## config.mk

```make
export PLATFORM = sky130hd
export DESIGN_NAME = controle_pc
export DESIGN_NICKNAME = d
export VERILOG_FILES = /design/src/rtl/controle_pc_pkg.sv /design/src/rtl/contador_saturante.sv /design/src/rtl/controle_pc.sv
export SDC_FILE = /design/constraint.sdc
export NUM_CORES = 1
export LEC_CHECK = 0
export ABC_CLOCK_PERIOD_IN_PS = 8700
export CAP_MARGIN = 20
export CORE_UTILIZATION = 25
export DETAILED_ROUTE_END_ITERATION = 10
export PLACE_DENSITY = 0.48
export SETUP_SLACK_MARGIN = 0.3
export SLEW_MARGIN = 10
export SYNTH_ARGS = -nofsm -noshare
export SYNTH_HDL_FRONTEND = slang
export SYNTH_SLANG_ARGS = --single-unit
```

## constraint.sdc

```tcl
create_clock -name clock -period 8.7 [get_ports clock]
set_input_delay 1.305 -clock clock [delete_from_list [all_inputs] [get_ports clock]]
set_output_delay 1.305 -clock clock [all_outputs]
set_load 0.05 [all_outputs]
```

## src/rtl/controle_pc_pkg.sv

```systemverilog
// Shared definitions for the PC sequencer: FSM states, the default reset PC
// and the branch-type encoding, which does not depend on the opcode.
package controle_pc_pkg;

    typedef enum logic {
        ST_RUN     = 1'b0,
        ST_RESOLVE = 1'b1
    } state_t;

    typedef enum logic {
        BT_BEQ = 1'b0,
        BT_BNE = 1'b1
    } branch_t;

    localparam logic [31:0] RESET_PC_DEF = 32'h0000_0000;

endpackage

```

## src/rtl/contador_saturante.sv

```systemverilog
// Event counter that stops at all-ones instead of wrapping back to zero.
module contador_saturante #(
    parameter int W = 16
) (
    input  logic         clock,
    input  logic         reset_n,
    input  logic         inc,
    output logic [W-1:0] valor
);

    localparam logic [W-1:0] ONE = {{(W-1){1'b0}}, 1'b1};
    localparam logic [W-1:0] MAX = {W{1'b1}};

    logic [W-1:0] r_valor;

    always_ff @(posedge clock or negedge reset_n) begin
        if (!reset_n) begin
            r_valor <= '0;
        end else if (inc && (r_valor != MAX)) begin
            r_valor <= r_valor + ONE;
        end
    end

    assign valor = r_valor;

endmodule

```

## src/rtl/controle_pc.sv

```systemverilog
// PC sequencer: advances the PC, redirects jumps in one cycle and holds the PC
// while a conditional branch waits for the ULA zero flag.
//
//   state      | meaning
//   -----------+-------------------------------------------------------
//   ST_RUN     | normal sequencing: pc+4, jump redirect or branch issue
//   ST_RESOLVE | branch issued, pc held until zero_valid arrives
module controle_pc
    import controle_pc_pkg::*;
#(
    parameter logic [31:0] RESET_PC = RESET_PC_DEF,
    parameter int          CNT_W    = 16
) (
    input  logic             clock,
    input  logic             reset_n,
    input  logic             stall,
    input  logic             control_beq,
    input  logic             control_bne,
    input  logic             control_jump,
    input  logic [15:0]      branch_offset,
    input  logic [25:0]      jump_target,
    input  logic             zero,
    input  logic             zero_valid,
    output logic [31:0]      pc,
    output logic             pc_write,
    output logic             flush,
    output logic             busy,
    output logic [CNT_W-1:0] branch_count,
    output logic [CNT_W-1:0] taken_count
);

    state_t      r_state;
    state_t      w_state_nxt;
    logic [31:0] r_pc;
    logic [31:0] w_pc_nxt;
    logic [31:0] r_target;
    logic [31:0] w_target_nxt;
    branch_t     r_btype;
    branch_t     w_btype_nxt;
    logic        r_pc_write;
    logic        w_pc_write_nxt;
    logic        r_flush;
    logic        w_flush_nxt;
    logic        w_inc_branch;
    logic        w_inc_taken;

    logic [31:0] w_pc_plus4;
    logic [31:0] w_br_offset;
    logic [31:0] w_br_target;
    logic [31:0] w_jump_pc;
    logic        w_taken;

    assign w_pc_plus4  = r_pc + 32'd4;
    assign w_br_offset = {{14{branch_offset[15]}}, branch_offset, 2'b00};
    assign w_br_target = w_pc_plus4 + w_br_offset;
    assign w_jump_pc   = {w_pc_plus4[31:28], jump_target, 2'b00};
    assign w_taken     = (zero && (r_btype == BT_BEQ)) || (!zero && (r_btype == BT_BNE));

    always_comb begin
        w_state_nxt    = r_state;
        w_pc_nxt       = r_pc;
        w_target_nxt   = r_target;
        w_btype_nxt    = r_btype;
        w_pc_write_nxt = 1'b0;
        w_flush_nxt    = 1'b0;
        w_inc_branch   = 1'b0;
        w_inc_taken    = 1'b0;
        case (r_state)
            ST_RUN: begin
                if (!stall) begin
                    if (control_jump) begin
                        w_pc_nxt       = w_jump_pc;
                        w_pc_write_nxt = 1'b1;
                        w_flush_nxt    = 1'b1;
                    end else if (control_beq || control_bne) begin
                        // BEQ has priority when the decoder flags both
                        w_target_nxt = w_br_target;
                        w_btype_nxt  = control_beq ? BT_BEQ : BT_BNE;
                        w_inc_branch = 1'b1;
                        w_state_nxt  = ST_RESOLVE;
                    end else begin
                        w_pc_nxt       = w_pc_plus4;
                        w_pc_write_nxt = 1'b1;
                    end
                end
            end
            ST_RESOLVE: begin
                if (!stall && zero_valid) begin
                    w_pc_write_nxt = 1'b1;
                    w_state_nxt    = ST_RUN;
                    if (w_taken) begin
                        w_pc_nxt    = r_target;
                        w_flush_nxt = 1'b1;
                        w_inc_taken = 1'b1;
                    end else begin
                        w_pc_nxt = w_pc_plus4;
                    end
                end
            end
            default: w_state_nxt = ST_RUN;
        endcase
    end

    always_ff @(posedge clock or negedge reset_n) begin
        if (!reset_n) begin
            r_state    <= ST_RUN;
            r_pc       <= RESET_PC;
            r_target   <= '0;
            r_btype    <= BT_BEQ;
            r_pc_write <= 1'b0;
            r_flush    <= 1'b0;
        end else begin
            r_state    <= w_state_nxt;
            r_pc       <= w_pc_nxt;
            r_target   <= w_target_nxt;
            r_btype    <= w_btype_nxt;
            r_pc_write <= w_pc_write_nxt;
            r_flush    <= w_flush_nxt;
        end
    end

    contador_saturante #(.W(CNT_W)) u_cnt_branch (
        .clock   (clock),
        .reset_n (reset_n),
        .inc     (w_inc_branch),
        .valor   (branch_count)
    );

    contador_saturante #(.W(CNT_W)) u_cnt_taken (
        .clock   (clock),
        .reset_n (reset_n),
        .inc     (w_inc_taken),
        .valor   (taken_count)
    );

    assign pc       = r_pc;
    assign pc_write = r_pc_write;
    assign flush    = r_flush;
    assign busy     = (r_state == ST_RESOLVE);

endmodule

```

==> results of run 1 <==
-- metrics by stage --
stage / setup WS [ns] / std cells / instance area [sq um] / power (uW) / hold WS, ns
3_3_place_gp: 4.51 / 1157 / 8010 / 2310 / 0.463
5_1_grt: 4.22 / 1173 / 8310 / 2920 / 0.502
4_1_cts: 4.66 / 1173 / 8310 / 2740 / 0.478
3_5_place_dp: 4.46 / 1157 / 8010 / 2310 / 0.461
6_report: 4.68 / 1174 / 8310 / 2710 / 0.472
2_1_floorplan: 5.17 / 739 / 6540 / 1850 / 0.439
-- area by class of cell --
| class | instances | area share [%] |
|---|---|---|
| Clock inverter | 6 | 0.663 |
| Inverter | 17 | 0.768 |
| Multi-Input combinational cell | 588 | 46.1 |
| Sequential cell | 100 | 30.1 |
| Tap cell | 330 | 4.97 |
| Clock buffer | 10 | 2.88 |
| Timing Repair Buffer | 122 | 14.5 |
| Antenna cell | 1 | 0.0301 |
-- kinds of logic (layout without fill, tap and decap cells) --
group / after synthesis / after routing
AO/OA/AOI/OAI: 203 / 203
XOR/XNOR: 84 / 84
adder cells (fa/ha/maj): 40 / 40
buffers and inverters: 51 / 155
flip-flops: 100 / 100
multiplexers: 6 / 6
other: 0 / 1
AND/OR/NAND/NOR: 255 / 255
-- power by group through the flow --
stage                     registers, uW  logic (uW)  clock network (uW)
final                               805        1490                 415
after global routing                830        1640                 448
after CTS                           807        1500                 430
after detailed placement            813        1500                   0
after global placement              816        1500                   0
after floorplan                    1050         799                   0
-- worst reg2reg max path: cells and delay by family, from the launching register on --
kind            cells  cell delay [ns]
flops               1             0.50
simple gates        4             1.10
compound gates      6             1.22
xor+xnor            2             0.46
fa+ha+maj           2             0.60
-- cells in the final DEF (no fill, tap or decap), types with 7 or more instances in the layout --
cell / synthesis / routed
a21o_1: 16 / 16
a21oi_1: 43 / 43
a221oi_1: 10 / 10
a22o_1: 12 / 12
a31oi_1: 7 / 7
and3_1: 16 / 16
and4_1: 7 / 7
buf_4: 4 / 7
clkbuf_16: 0 / 9
clkdlybuf4s50_1: 0 / 115
dfrtp_1: 100 / 100
ha_1: 39 / 39
inv_1: 17 / 17
nand2_1: 100 / 99
nand3_1: 22 / 22
nand4_1: 19 / 19
nor2_1: 48 / 47
nor3_1: 14 / 14
o21ai_0: 72 / 72
xnor2_1: 45 / 45
xor2_1: 39 / 39
-- routing by layer --
layer  part of all wire [%]  wire, microns  track usage [%]
met2                     47           9330             25.2
met4                    1.3            250             4.59
met1                     48           9610             20.8
met3                    3.2            627             1.82
met5                      0              0                0
-- worst paths after layout --
check / slack, ns / startpoint / end
setup / recovery: 4.68 / pc[2]$_DFFE_PN0P_ / r_target[27]$_DFFE_PN0P_
hold / removal: 0.47 / r_target[6]$_DFFE_PN0P_ / r_target[6]$_DFFE_PN0P_
setup reg to reg: 4.68 / pc[2]$_DFFE_PN0P_ / r_target[27]$_DFFE_PN0P_
hold reg to reg: 0.47 / r_target[6]$_DFFE_PN0P_ / r_target[6]$_DFFE_PN0P_
max in group asynchronous: 6.50 / reset_n / pc[31]$_DFFE_PN0P_
min in group asynchronous: 0.94 / reset_n / u_cnt_taken.valor[9]$_DFFE_PN0P_
-- flip-flops by register name, indices dropped and copies added (netlist names) --
| signal | cells |
|---|---|
| busy | 1 |
| pc_write | 1 |
| pc | 32 |
| r_btype | 1 |
| u_cnt_branch.valor | 16 |
| flush | 1 |
| u_cnt_taken.valor | 16 |
| r_target | 32 |
==> run_results.csv, run 1 <==
group,metric,value,unit
critical_path,timing.critical_path.slowest_stage_cell,"nor3_1",
synthesis,yosysSeqAreaShare,38.3,%
final_layout,area_growth,27.0,%
synthesis,synth_seq_cells,100,
clocking,cts.reportedPaths.clkPinSlew,0.08,ns
clocking,clk_root_buffer_cell,"clkbuf_16",
outcome,run_status,"finished, final reports clean",
power_and_ir_drop,power_frac_clock,15.3,%
final_layout,finalCoreUtilization,32.7,%
power_and_ir_drop,cellInternalPower,1400,uW
clocking,hold_buffers,0,
grt,grt_max_degree,60,
timing,skew,0.00733,ns
synthesis,yosys_warnings,0,
drt,drtPass1Iterations,8,
timing,tightest_slew,0.952,ns
placed_design,dpl.hpwl,14500,microns
grt,grt_antenna_before_repair,0,
critical_path,critical-path-max-stage-delay,0.57,ns
timing,worst_slew_margin_rel,36.5,%
synthesis,synthTopCellsByCount,"dfrtp_1 (100), nand2_1 (100), o21ai_0 (72)",
placed_design,gp_congestion,0.826,
final_layout,multi_input_gate_area_in_the_final_layout,3830,sq um
floorplanning,top_level_ports,117,
floorplanning,vertical_die_dimension,164,microns
grt,grt_usage,15.3,%
critical_path,worst-path-max-fanout,7,
power_and_ir_drop,cellLeakagePower,0.00366,uW
critical_path,timing.critical_path.required,8.93,ns
clocking,htreeDepth,3,
drt,detail_route.wirelength,19800,microns
synthesis,synth_largest_type_area_fraction,38.3,%
power_and_ir_drop,swShare,48.4,%
floorplanning,die_w,164,microns
final_layout,n_fill_cell,2624,
timing,final-hold-violation-count,0,
critical_path,timing.critical_path.buf_inv,0,
run,maxCapViolCount,0,
critical_path,worstSetupPathType,"register to register",
critical_path,cp_top_family,"compound AO/OA/AOI/OAI gates",
floorplanning,die_area,26800,sq um
final_layout,final_layout_size_suffix_gt1_share,5.10,%
grt,wire_length_of_the_first_global_routing_pass,31800,microns
power_and_ir_drop,power_density,326,nW/um^2
drt,initialDrtViolationCount,242,
synthesis,synth-adder-area-share,7.77,%
drt,num_vias,5650,
timing,rsz0062_at_grt,"false",
grt,first_global_vias,5662,
clocking,cts-buffers-inserted,9,
critical_path,cp.arrival,4.25,ns
synthesis,synth_top_family_by_area,"compound AO/OA/AOI/OAI gates",
placed_design,port_buffers,116,
critical_path,crit_cells,14,
synthesis,number_of_synthesized_flops_with_an_enable_pin,0,
power_and_ir_drop,power.sequential.fraction,29.7,%
timing,max_freq,249,MHz
floorplanning,fp.coreArea,25400,sq um
clocking,clkSinkCount,100,
drt,detail_route.drc_violations,0,
synthesis,synth-compound-area-share,19.7,%
synthesis,synth-main-ff-cell,"dfrtp_1",
critical_path,cp-end-kind,"register",
drt,antenna_violating_nets_left,0,
final_layout,area.sequential,2500,sq um
clocking,cts_tree,"built",
power_and_ir_drop,share_of_power_burned_in_combinational_logic,55.0,%
floorplanning,starting_density,25.7,%
synthesis,synth_xor_xnor_area_share,11.2,%
synthesis,synth.area.top_cells,"dfrtp_1 (38%), ha_1 (7.5%), xnor2_1 (6.0%), nand2_1 (5.7%), o21ai_0 (5.5%)",
clocking,postCtsResizedCells,0,
clocking,cts.repair_timing.setup_buffer_count,0,
synthesis,syn_area_per_cell,8.85,sq um
drt,drt-wirelength-per-cell,16.9,microns
synthesis,netlist_area,6540,sq um
clocking,clock_tree.buffer_depth,2,
timing,max_slew_violation_count,0,
hold_path,min_delay_path_depth,2,
power_and_ir_drop,power.switching,1310,uW
critical_path,setup.worst_path.start_class,"register",
timing,setup_violations,0,
synthesis,ys_async_sr_fraction,100,%
synthesis,yosys.area.top_type,"dfrtp_1",
floorplanning,placementRows,58,
synthesis,synth_cell_type_count,61,
critical_path,critical_path.cell_chain,"ha_1, nand2_1, nor3_1, and3_1, xor2_1, ha_1, a21oi_1, o21ai_0, a21oi_1, nor2b_1, a211o_1, a31oi_1, xor2_1, o21ai_1",
critical_path,reg2regPathDepth,14,
hold_path,timing.hold.worst.class,"register to register",
synthesis,muxShareOfSynthArea,0.957,%
final_layout,design.final.nets,928,
drt,drt-vias-per-instance,4.81,
synthesis,synthesis.instances,739,
power_and_ir_drop,irDropWorstVdd,145,uV
synthesis,synth-simple-area-share,18.8,%
synthesis,synth_fp_nets,829,
timing,finalWorstPathRequiredPeriod,4.02,ns
grt,total_gr_overflow,0,
clocking,worstSkewPairLatency,0.36,ns
timing,fin_setup_tns,0,ns
timing,final_critical_path_share_of_the_clock_period,46.2,%
Note: power is estimated with default switching activity, not from simulation.
==> run 2, diff against run 1 <==
--- a/config.mk
+++ b/config.mk
@@ -5,7 +5,7 @@
 export SDC_FILE = /design/constraint.sdc
 export NUM_CORES = 1
 export LEC_CHECK = 0
-export ABC_CLOCK_PERIOD_IN_PS = 8700
+export ABC_CLOCK_PERIOD_IN_PS = 3800
 export CAP_MARGIN = 20
 export CORE_UTILIZATION = 25
 export DETAILED_ROUTE_END_ITERATION = 10
==> constraint.sdc (replaced) <==
create_clock -name clock -period 3.8 [get_ports clock]
set_input_delay 0.57 -clock clock [delete_from_list [all_inputs] [get_ports clock]]
set_output_delay 0.57 -clock clock [all_outputs]
set_load 0.05 [all_outputs]
==> run_results.csv, run 2 (synthesis results as in run 1) <==
group,metric,value,unit
outcome,run_status,"finished, final reports clean",
final_layout,area.sequential,2510,sq um
critical_path,timing.reg2reg.setup_slack,0.48,ns
critical_path,cp-end-kind,"register",
power_and_ir_drop,share_of_power_burned_in_combinational_logic,57.5,%
timing,max_freq,301,MHz
timing,tightest_slew,0.904,ns
timing,finalWorstPathRequiredPeriod,3.32,ns
placed_design,placedCellCount,1177,
power_and_ir_drop,irDropWorstVdd,469,uV
final_layout,final_layout_size_suffix_gt1_share,13.7,%
final_layout,antenna_cells,0,
timing,setup_violations,0,
timing,worst_slew_margin_rel,39.7,%
final_layout,multi_input_gate_area_in_the_final_layout,3990,sq um
floorplanning,vertical_die_dimension,164,microns
timing,rsz0062_at_grt,"false",
run,maxCapViolCount,0,
drt,drt-wirelength-per-cell,17.1,microns
critical_path,timing.critical_path.slowest_stage_cell,"dfrtp_2",
grt,grt_antenna_before_repair,0,
drt,num_vias,5841,
final_layout,design.final.nets,961,
hold_path,timing.hold.worst.class,"input port to async pin",
critical_path,worstSetupPathType,"register to register",
drt,initialDrtViolationCount,234,
placed_design,port_buffers,116,
critical_path,crit_start,"pc[2]$_DFFE_PN0P_",
critical_path,reg2reg_from,"pc[2]$_DFFE_PN0P_",
floorplanning,starting_density,25.7,%
timing,skew,0.00857,ns
clocking,clkSinkCount,100,
floorplanning,top_level_ports,117,
placed_design,preCtsSetupSlack,0.166,ns
power_and_ir_drop,power.sequential.fraction,27.9,%
floorplanning,die_w,164,microns
final_layout,finalCoreUtilization,34.4,%
placed_design,dpl.hpwl,14900,microns
critical_path,cp_common_cell,"a21o_1",
clocking,clk_root_buffer_cell,"clkbuf_16",
grt,wire_length_of_the_first_global_routing_pass,32700,microns
final_layout,finish.cell_count_without_fillers,1206,
final_layout,most-common-layout-cells,"clkdlybuf4s50_1 (115), nand2_1 (98), dfrtp_1 (90), o21ai_0 (68), nor2_1 (46)",
timing,fin_setup_tns,0,ns
power_and_ir_drop,power.switching,3140,uW
final_layout,layout_commonest_cell,"clkdlybuf4s50_1",
grt,grt_usage,15.8,%
clocking,clock_tree.buffer_depth,2,
drt,detail_route.wirelength,20700,microns
timing,max_slew_violation_count,0,
critical_path,reg2regPathDepth,16,
critical_path,setup.worst_path.start_class,"register",
critical_path,regToRegEndpoint,"r_target[29]$_DFFE_PN0P_",
grt,first_global_vias,5782,
floorplanning,placementRows,58,
critical_path,critical_path.cell_chain,"ha_4, nand2_2, nor3_2, buf_4, and2_1, nand3_1, xnor2_2, ha_1, a21o_1, a21o_1, a21oi_1, nor2_1, a211oi_2, o31ai_2, xnor2_1, o21ai_0",
grt,total_gr_overflow,0,
timing,final_critical_path_share_of_the_clock_period,87.4,%
power_and_ir_drop,cellInternalPower,3420,uW
drt,antenna_violating_nets_left,0,
clocking,htreeDepth,3,
drt,drtPass1Iterations,4,
floorplanning,fp.coreArea,25400,sq um
timing,post-route-worst-setup-slack,0.478,ns
drt,drt-vias-per-instance,4.84,
final_layout,area_growth,33.6,%
power_and_ir_drop,swShare,47.8,%
timing,final-hold-violation-count,0,
clocking,cts.reportedPaths.clkPinSlew,0.08,ns
grt,grt_max_degree,64,
critical_path,cp-endpoint,"r_target[29]$_DFFE_PN0P_",
placed_design,gp_congestion,0.823,
power_and_ir_drop,cellLeakagePower,0.00382,uW
power_and_ir_drop,power_density,751,nW/um^2
clocking,worstSkewPairLatency,0.36,ns
floorplanning,die_area,26800,sq um
critical_path,critical-path-max-stage-delay,0.45,ns
final_layout,n_fill_cell,2683,
critical_path,cp.arrival,3.55,ns
power_and_ir_drop,power_frac_clock,14.6,%
clocking,cts-buffers-inserted,9,
critical_path,timing.critical_path.required,4.03,ns
drt,detail_route.drc_violations,0,
clocking,cts_tree,"built",
critical_path,worst-path-max-fanout,6,
[run 2: changes by cell type in the layout (fill, tap and decap cells not counted), moves of 4 or more]
cell	before	now
o21ai_0	72	68
o21ai_1	3	7
dfrtp_2	0	10
buf_4	7	39
ha_1	39	33
and3_1	16	12
inv_6	1	5
a211oi_1	6	2
ha_2	0	5
a211oi_2	0	4
dfrtp_1	100	90
[run 2: area by class of cell]
| cell class | count | area share (%) |
|---|---|---|
| tap | 330 | 4.73 |
| timing repair buffer | 155 | 16.8 |
| inverter | 17 | 0.730 |
| clock buffer | 10 | 2.74 |
| multi-input combinational | 588 | 45.7 |
| clock inverter | 6 | 0.587 |
| sequential | 100 | 28.8 |
[run 2: repair_timing]
item                       CTS  global route
pin swaps                    2            14
hold buffers                 0             0
setup buffers                3            10
gates resized for setup      4            45
setup endpoints to repair    8            12
[run 2: power groups by stage]
stage          combinational [uW]  sequential (uW)  clock (uW)
6_report                     3770             1830         956
3_5_place_dp                 3590             1830           0
4_1_cts                      3610             1820         985
5_1_grt                      4100             1890        1040
3_3_place_gp                 3590             1830           0
2_1_floorplan                1830             2400           0
[run 2: metal layers]
metal / global-route usage, % / part of all wire (%)
met1: 22.2 / 49
met2: 25.5 / 47
met3: 2.42 / 3.3
met4: 3.75 / 0.91
met5: 0 / 0
[run 2: worst min path at each step]
stage	startpoint	end	slack (ns)	cells past startpoint
6_report	reset_n	u_cnt_taken.valor[9]$_DFFE_PN0P_	0.32	1
4_1_cts	reset_n	u_cnt_taken.valor[11]$_DFFE_PN0P_	0.36	1
3_5_place_dp	r_target[1]$_DFFE_PN0P_	r_target[1]$_DFFE_PN0P_	0.46	2
5_1_grt	reset_n	u_cnt_taken.valor[11]$_DFFE_PN0P_	0.38	1
3_3_place_gp	r_target[15]$_DFFE_PN0P_	r_target[15]$_DFFE_PN0P_	0.46	2
2_1_floorplan	reset_n	busy$_DFF_PN0_	0.27	0
[run 2: through the flow]
stage / hold slack [ns] / total power (uW) / area [sq um]
6_report: 0.316 / 6560 / 8740
5_1_grt: 0.378 / 7030 / 8740
4_1_cts: 0.362 / 6420 / 8500
3_5_place_dp: 0.464 / 5420 / 8180
3_3_place_gp: 0.459 / 5420 / 8180
2_1_floorplan: 0.274 / 4230 / 6540
[run 2: critical path, delay by kind of cell, from the launching register on]
family	cells	cell delay, ns
fa+ha+maj	2	0.49
xor+xnor	2	0.44
simple gates	5	0.66
compound gates	6	0.97
buf+inv	1	0.16
flops	1	0.45
